`config.mk`:
```
export PLATFORM = sky130hd
export DESIGN_NAME = matrix_construct_stream
export DESIGN_NICKNAME = d
export VERILOG_FILES = /design/src/rtl/matrix_construct_stream.sv
export SDC_FILE = /design/constraint.sdc
export NUM_CORES = 1
export LEC_CHECK = 0
export CAP_MARGIN = 20
export CORE_UTILIZATION = 49
export DETAILED_ROUTE_END_ITERATION = 16
export HOLD_SLACK_MARGIN = 0.1
export PLACE_DENSITY = 0.8
export SLEW_MARGIN = 30
export SYNTH_ARGS = -nofsm -noshare
export SYNTH_HDL_FRONTEND = slang
export SYNTH_SLANG_ARGS = --single-unit
```
`constraint.sdc`:
```
create_clock -name clk -period 3.55 [get_ports clk]
set_clock_uncertainty 0.15 [all_clocks]
set_input_delay 0.71 -clock clk [delete_from_list [all_inputs] [get_ports clk]]
set_output_delay 0.71 -clock clk [all_outputs]
set_load 0.1 [all_outputs]
```
`src/rtl/matrix_construct_stream.sv`:
```
// Streams row-major matrix entries into single-entry store writes, optionally transposed.
// Optional square zero-padding is built when MATRIX_CONSTRUCT_SQUARE_PAD_EN is defined.
module matrix_construct_stream #(
  parameter int unsigned DATA_W = 32,
  parameter int unsigned DIM_W  = 8
) (
  input  logic              clk,
  input  logic              reset,
  input  logic              start,
  input  logic [DIM_W-1:0]  m_dim,
  input  logic [DIM_W-1:0]  n_dim,
  input  logic              transpose,
  input  logic [DATA_W-1:0] in_data,
  input  logic              in_valid,
  output logic              in_ready,
  input  logic              wr_ready,
  output logic              write,
  output logic [DIM_W-1:0]  m_addr,
  output logic [DIM_W-1:0]  n_addr,
  output logic [DATA_W-1:0] matrix_entry,
  output logic              done,
  output logic              err_dim,
  output logic              q_Idle,
  output logic              q_Construct,
  output logic              q_Pad,
  output logic              q_Done
);

  typedef enum logic [3:0] {
    StIdle      = 4'b0001,
    StConstruct = 4'b0010,
    StPad       = 4'b0100,
    StDone      = 4'b1000
  } state_e;

  localparam logic [DIM_W-1:0] One = DIM_W'(1);

  state_e state_q, state_d;
  logic [DIM_W-1:0]  m_q, m_d, n_q, n_d, i_q, i_d, j_q, j_d;
  logic              tr_q, tr_d;
  logic              write_q, write_d, done_q, done_d, err_q, err_d;
  logic [DIM_W-1:0]  m_addr_q, m_addr_d, n_addr_q, n_addr_d;
  logic [DATA_W-1:0] data_q, data_d;

  // A write slot is free when nothing is pending or the pending write retires now.
  logic slot, accept, last_in, row_end;
  assign slot    = ~write_q | wr_ready;
  assign accept  = in_valid & in_ready;
  assign row_end = (j_q == n_q - One);
  assign last_in = (i_q == m_q - One) && row_end;

`ifdef MATRIX_CONSTRUCT_SQUARE_PAD_EN
  logic [DIM_W-1:0] s_dim, pad_j0;
  logic             need_pad, last_pad;
  assign s_dim    = (m_q > n_q) ? m_q : n_q;
  assign pad_j0   = (m_q < n_q) ? '0 : n_q;
  assign need_pad = (m_q != n_q);
  assign last_pad = (i_q == s_dim - One) && (j_q == s_dim - One);
`endif

  always_ff @(posedge clk or posedge reset) begin
    if (reset) state_q <= StIdle;
    else       state_q <= state_d;
  end

  always_comb begin
    state_d = state_q;
    unique case (state_q)
      StIdle:      if (start && m_dim != '0 && n_dim != '0) state_d = StConstruct;
      StConstruct: begin
        if (accept && last_in) begin
`ifdef MATRIX_CONSTRUCT_SQUARE_PAD_EN
          state_d = need_pad ? StPad : StDone;
`else
          state_d = StDone;
`endif
        end
      end
`ifdef MATRIX_CONSTRUCT_SQUARE_PAD_EN
      StPad:       if (slot && last_pad) state_d = StDone;
`endif
      StDone:      if (slot) state_d = StIdle;
      default:     state_d = StIdle;
    endcase
  end

  always_comb begin
    q_Idle      = (state_q == StIdle);
    q_Construct = (state_q == StConstruct);
`ifdef MATRIX_CONSTRUCT_SQUARE_PAD_EN
    q_Pad       = (state_q == StPad);
`else
    q_Pad       = 1'b0;
`endif
    q_Done      = (state_q == StDone);
    in_ready    = q_Construct & slot;
  end

  always_comb begin
    m_d = m_q;  n_d = n_q;  tr_d = tr_q;  i_d = i_q;  j_d = j_q;
    m_addr_d = m_addr_q;  n_addr_d = n_addr_q;  data_d = data_q;
    write_d = write_q & ~wr_ready;
    done_d  = 1'b0;
    err_d   = 1'b0;
    unique case (state_q)
      StIdle: begin
        if (start) begin
          if (m_dim != '0 && n_dim != '0) begin
            m_d = m_dim;  n_d = n_dim;  tr_d = transpose;  i_d = '0;  j_d = '0;
          end else begin
            err_d = 1'b1;
          end
        end
      end
      StConstruct: begin
        if (accept) begin
          write_d  = 1'b1;
          m_addr_d = tr_q ? j_q : i_q;
          n_addr_d = tr_q ? i_q : j_q;
          data_d   = in_data;
          if (row_end) begin
            j_d = '0;
            i_d = i_q + One;
          end else begin
            j_d = j_q + One;
          end
`ifdef MATRIX_CONSTRUCT_SQUARE_PAD_EN
          // Tall matrices pad the right-hand columns of every row, starting from row 0.
          if (last_in && m_q > n_q) begin
            i_d = '0;
            j_d = n_q;
          end
`endif
        end
      end
`ifdef MATRIX_CONSTRUCT_SQUARE_PAD_EN
      StPad: begin
        if (slot) begin
          write_d  = 1'b1;
          m_addr_d = tr_q ? j_q : i_q;
          n_addr_d = tr_q ? i_q : j_q;
          data_d   = '0;
          if (j_q == s_dim - One) begin
            j_d = pad_j0;
            i_d = i_q + One;
          end else begin
            j_d = j_q + One;
          end
        end
      end
`endif
      StDone: begin
        if (slot) begin
          done_d  = 1'b1;
          write_d = 1'b0;
        end
      end
      default: ;
    endcase
  end

  always_ff @(posedge clk or posedge reset) begin
    if (reset) begin
      m_q <= '0;  n_q <= '0;  tr_q <= 1'b0;  i_q <= '0;  j_q <= '0;
      write_q <= 1'b0;  m_addr_q <= '0;  n_addr_q <= '0;  data_q <= '0;
      done_q <= 1'b0;  err_q <= 1'b0;
    end else begin
      m_q <= m_d;  n_q <= n_d;  tr_q <= tr_d;  i_q <= i_d;  j_q <= j_d;
      write_q <= write_d;  m_addr_q <= m_addr_d;  n_addr_q <= n_addr_d;  data_q <= data_d;
      done_q <= done_d;  err_q <= err_d;
    end
  end

  assign write        = write_q;
  assign m_addr       = m_addr_q;
  assign n_addr       = n_addr_q;
  assign matrix_entry = data_q;
  assign done         = done_q;
  assign err_dim      = err_q;

endmodule

```
==> out/metrics.csv <==
metric;value;unit
initial antenna violation count;0;
Fill cells;683;
sequential-to-total area share from yosys stat;0.505;
Hold Crit Endpoint;matrix_entry[27];
gpl congestion;0.933;
Required @ worst endpoint;2690;ps
placed cell area;0.00534;sq mm
syn nets;549;
hold_buf cts;0;
Post-Syn Area;0.00431;sq mm
Final ANT Viol Nets;0;
Initial Utilization;0.515;
final worst path period share;0.808;
first-pass GRT wire length;16900;um
CP Capture Type;primary output;
worst-path fanout max;15;
setup bufs post-CTS;0;
total CTS buffers;9;
LEAKAGE;0.00262;uW
fin worst setup slack;681;ps
CP startpoint kind;flip-flop;
Die Span Y;95.8;um
hold path start;matrix_entry[27];
highest clock rate;349;MHz
Synth Instances;491;
Hold WC Path Type;flip-flop to flip-flop;
prevailing post-synth register cell;dfrtp_1;
largest net degree at the start of global routing;50;
GR Overflow Total;0;
core area;0.00838;sq mm
Via density;5.51;
clk buf depth;2;
Critical path buffers and inverters;2;
CTS tree;built;
reg-to-reg critical path endpoint;i_q[7];
worst reg-to-reg path cell count;8;
DRC Markers;0;
dpl ws;557;ps
clock tree sinks;87;
num rows;33;
Detailed Routing Iterations Pass 1;4;
vias post-DR;3828;
CP top delay family;buffers and inverters;
Syn. warnings;0;
Worst-Skew Late Latency;370;ps
Tot GR Track Use;0.239;
layout cells sized above 1;0.141;
flop-to-flop setup slack;730;ps
Die Width;95.8;um
post-DR wirelength/cell;14.9;um
number of H-tree levels;3;
cells resized by post-CTS repair;0;
setup violators final;0;
mean post-synth cell area;8.78;sq um
RSZ-0062 raised after global routing;false;
leading cell type by number of instances after synthesis;nand2_1;
max-cap violations;0;
Post-synth top cells;nand2_1, dfrtp_1, o21ai_0;
Final Total Pwr;5170;uW
clk root buf;clkbuf_8;
DR iter-0 viols;220;
dominant cell type by area after synthesis;dfrtp_1;
count of final hold-check violations;0;
worst-path cell chain;nor2_1 -> nand2_1 -> inv_1 -> buf_4;
DP HPWL;7420;um
Yosys cell types;52;
ys async rst share;1.00;
clock-pin slew on the worst setup and hold paths;100;ps
Power Dens Cells;936;mW/mm^2
# diodes;0;
EDFF count, synth;0;
num ports;110;
worst-margin pin slew;964;ps
WS Path Type;flip-flop to primary output;
Final Max Slew Viols;0;
top post-synthesis cells by area;dfrtp_1, nand2_1, mux2i_1, o21ai_0, clkbuf_1;
TNS Setup;0;ps
fin nets;643;
Crit-path slowest cell;inv_1;
Die ar.;0.00918;sq mm
Synth Register Bits;87;
area grow syn2layout;28.0;%
post-synth top area share;0.499;
worst reg2reg startpoint;n_q[0];
Finished Cell Area;0.00552;sq mm
status;finished, final reports clean;
Slowest Stage Delay on Critical Path;490;ps
Cells on Worst Hold Path;2;
Worst EP arrival;2010;ps
post-layout min period;2870;ps
vias in the first global route;3632;
Max IR drop VDD;707;uV
PortBufs;108;
DRT Wirelength;10300;um
Max-slew headroom;0.355;
## metal layers
layer,vias up,part of all wire,global-route usage
li1,1838,-,-
met1,1837,0.43,0.311
met2,128,0.50,0.390
met3,25,0.046,0.0458
met4,0,0.022,0.106
met5,-,0,0
## sequential cells by signal, indices dropped and copies added, names as in the netlist, 3 cells and up
signal        flops
state_q           3
n_q               8
i_q               8
matrix_entry     32
m_addr            8
m_q               8
n_addr            8
j_q               8
## cell usage in the layout (no fill, tap or decap), drive strengths merged, types with 3 or more instances in the layout
master         netlist  routed
a211o                3       3
a211oi               5       5
a21oi                9       9
a32o                 3       3
buf                  7      57
clkbuf              25      10
clkdlybuf4s50        0      58
clkinv               0       3
dfrtp               86      86
ha                   4       4
inv                 11      13
mux2i               20      20
nand2              180     180
nand2b               7       7
nand3                9       9
nand4                8       8
nor2                16      16
nor3                 8       8
nor4                 7       7
o21ai               30      30
o31ai                4       4
xnor2               10      10
xor2                 9       9
## report_power, final
group / switching (uW) / internal (uW)
registers: 303 / 1290
logic: 2180 / 744
clock network: 387 / 265
total: 2870 / 2300
## cells by family (layout without fill, tap and decap cells)
logic type,after synthesis,in the layout,share of synthesized area
xor+xnor,19,19,0.0386
other cells,1,1,0.000869
fa+ha+maj,4,4,0.0116
compound gates,73,73,0.115
simple gates,243,243,0.240
buf+inv,43,142,0.0403
mux,21,21,0.0490
flops,87,87,0.505
## worst min-delay path: cells and delay by family, from the launching register on
kind,cells,cell delay [ps]
simple gates,2,100
flops,1,360
## metrics by stage
step / std cells / utilization / hold WS [ps]
final: 695 / 0.659 / 338
after global routing: 695 / 0.659 / 350
after CTS: 695 / 0.659 / 339
after detailed placement: 679 / 0.638 / 316
after global placement: 679 / 0.638 / 306
after floorplan: 491 / - / 312
## worst max-delay path by stage
stage	startpoint	end	slack, ps	cells past startpoint
after floorplan	state_q[0]	i_q[4]	90	7
after global placement	m_dim[3]	i_q[0]	660	7
after detailed placement	n_dim[7]	i_q[0]	560	7
after CTS	state_q[3]	q_Construct	710	4
after global routing	state_q[3]	i_q[7]	490	7
final	state_q[3]	q_Construct	680	4
## area by class of cell
type / instances / area (sq um) / area share
Multi-Input combinational cell: 361 / 1970 / 0.357
Tap cell: 105 / 131 / 0.0238
Clock inverter: 6 / 50.0 / 0.00906
Timing Repair Buffer: 115 / 1020 / 0.185
Clock buffer: 10 / 128 / 0.0231
Sequential cell: 87 / 2180 / 0.395
Inverter: 11 / 42.5 / 0.00770
Power figures use the tool's default switching activity.
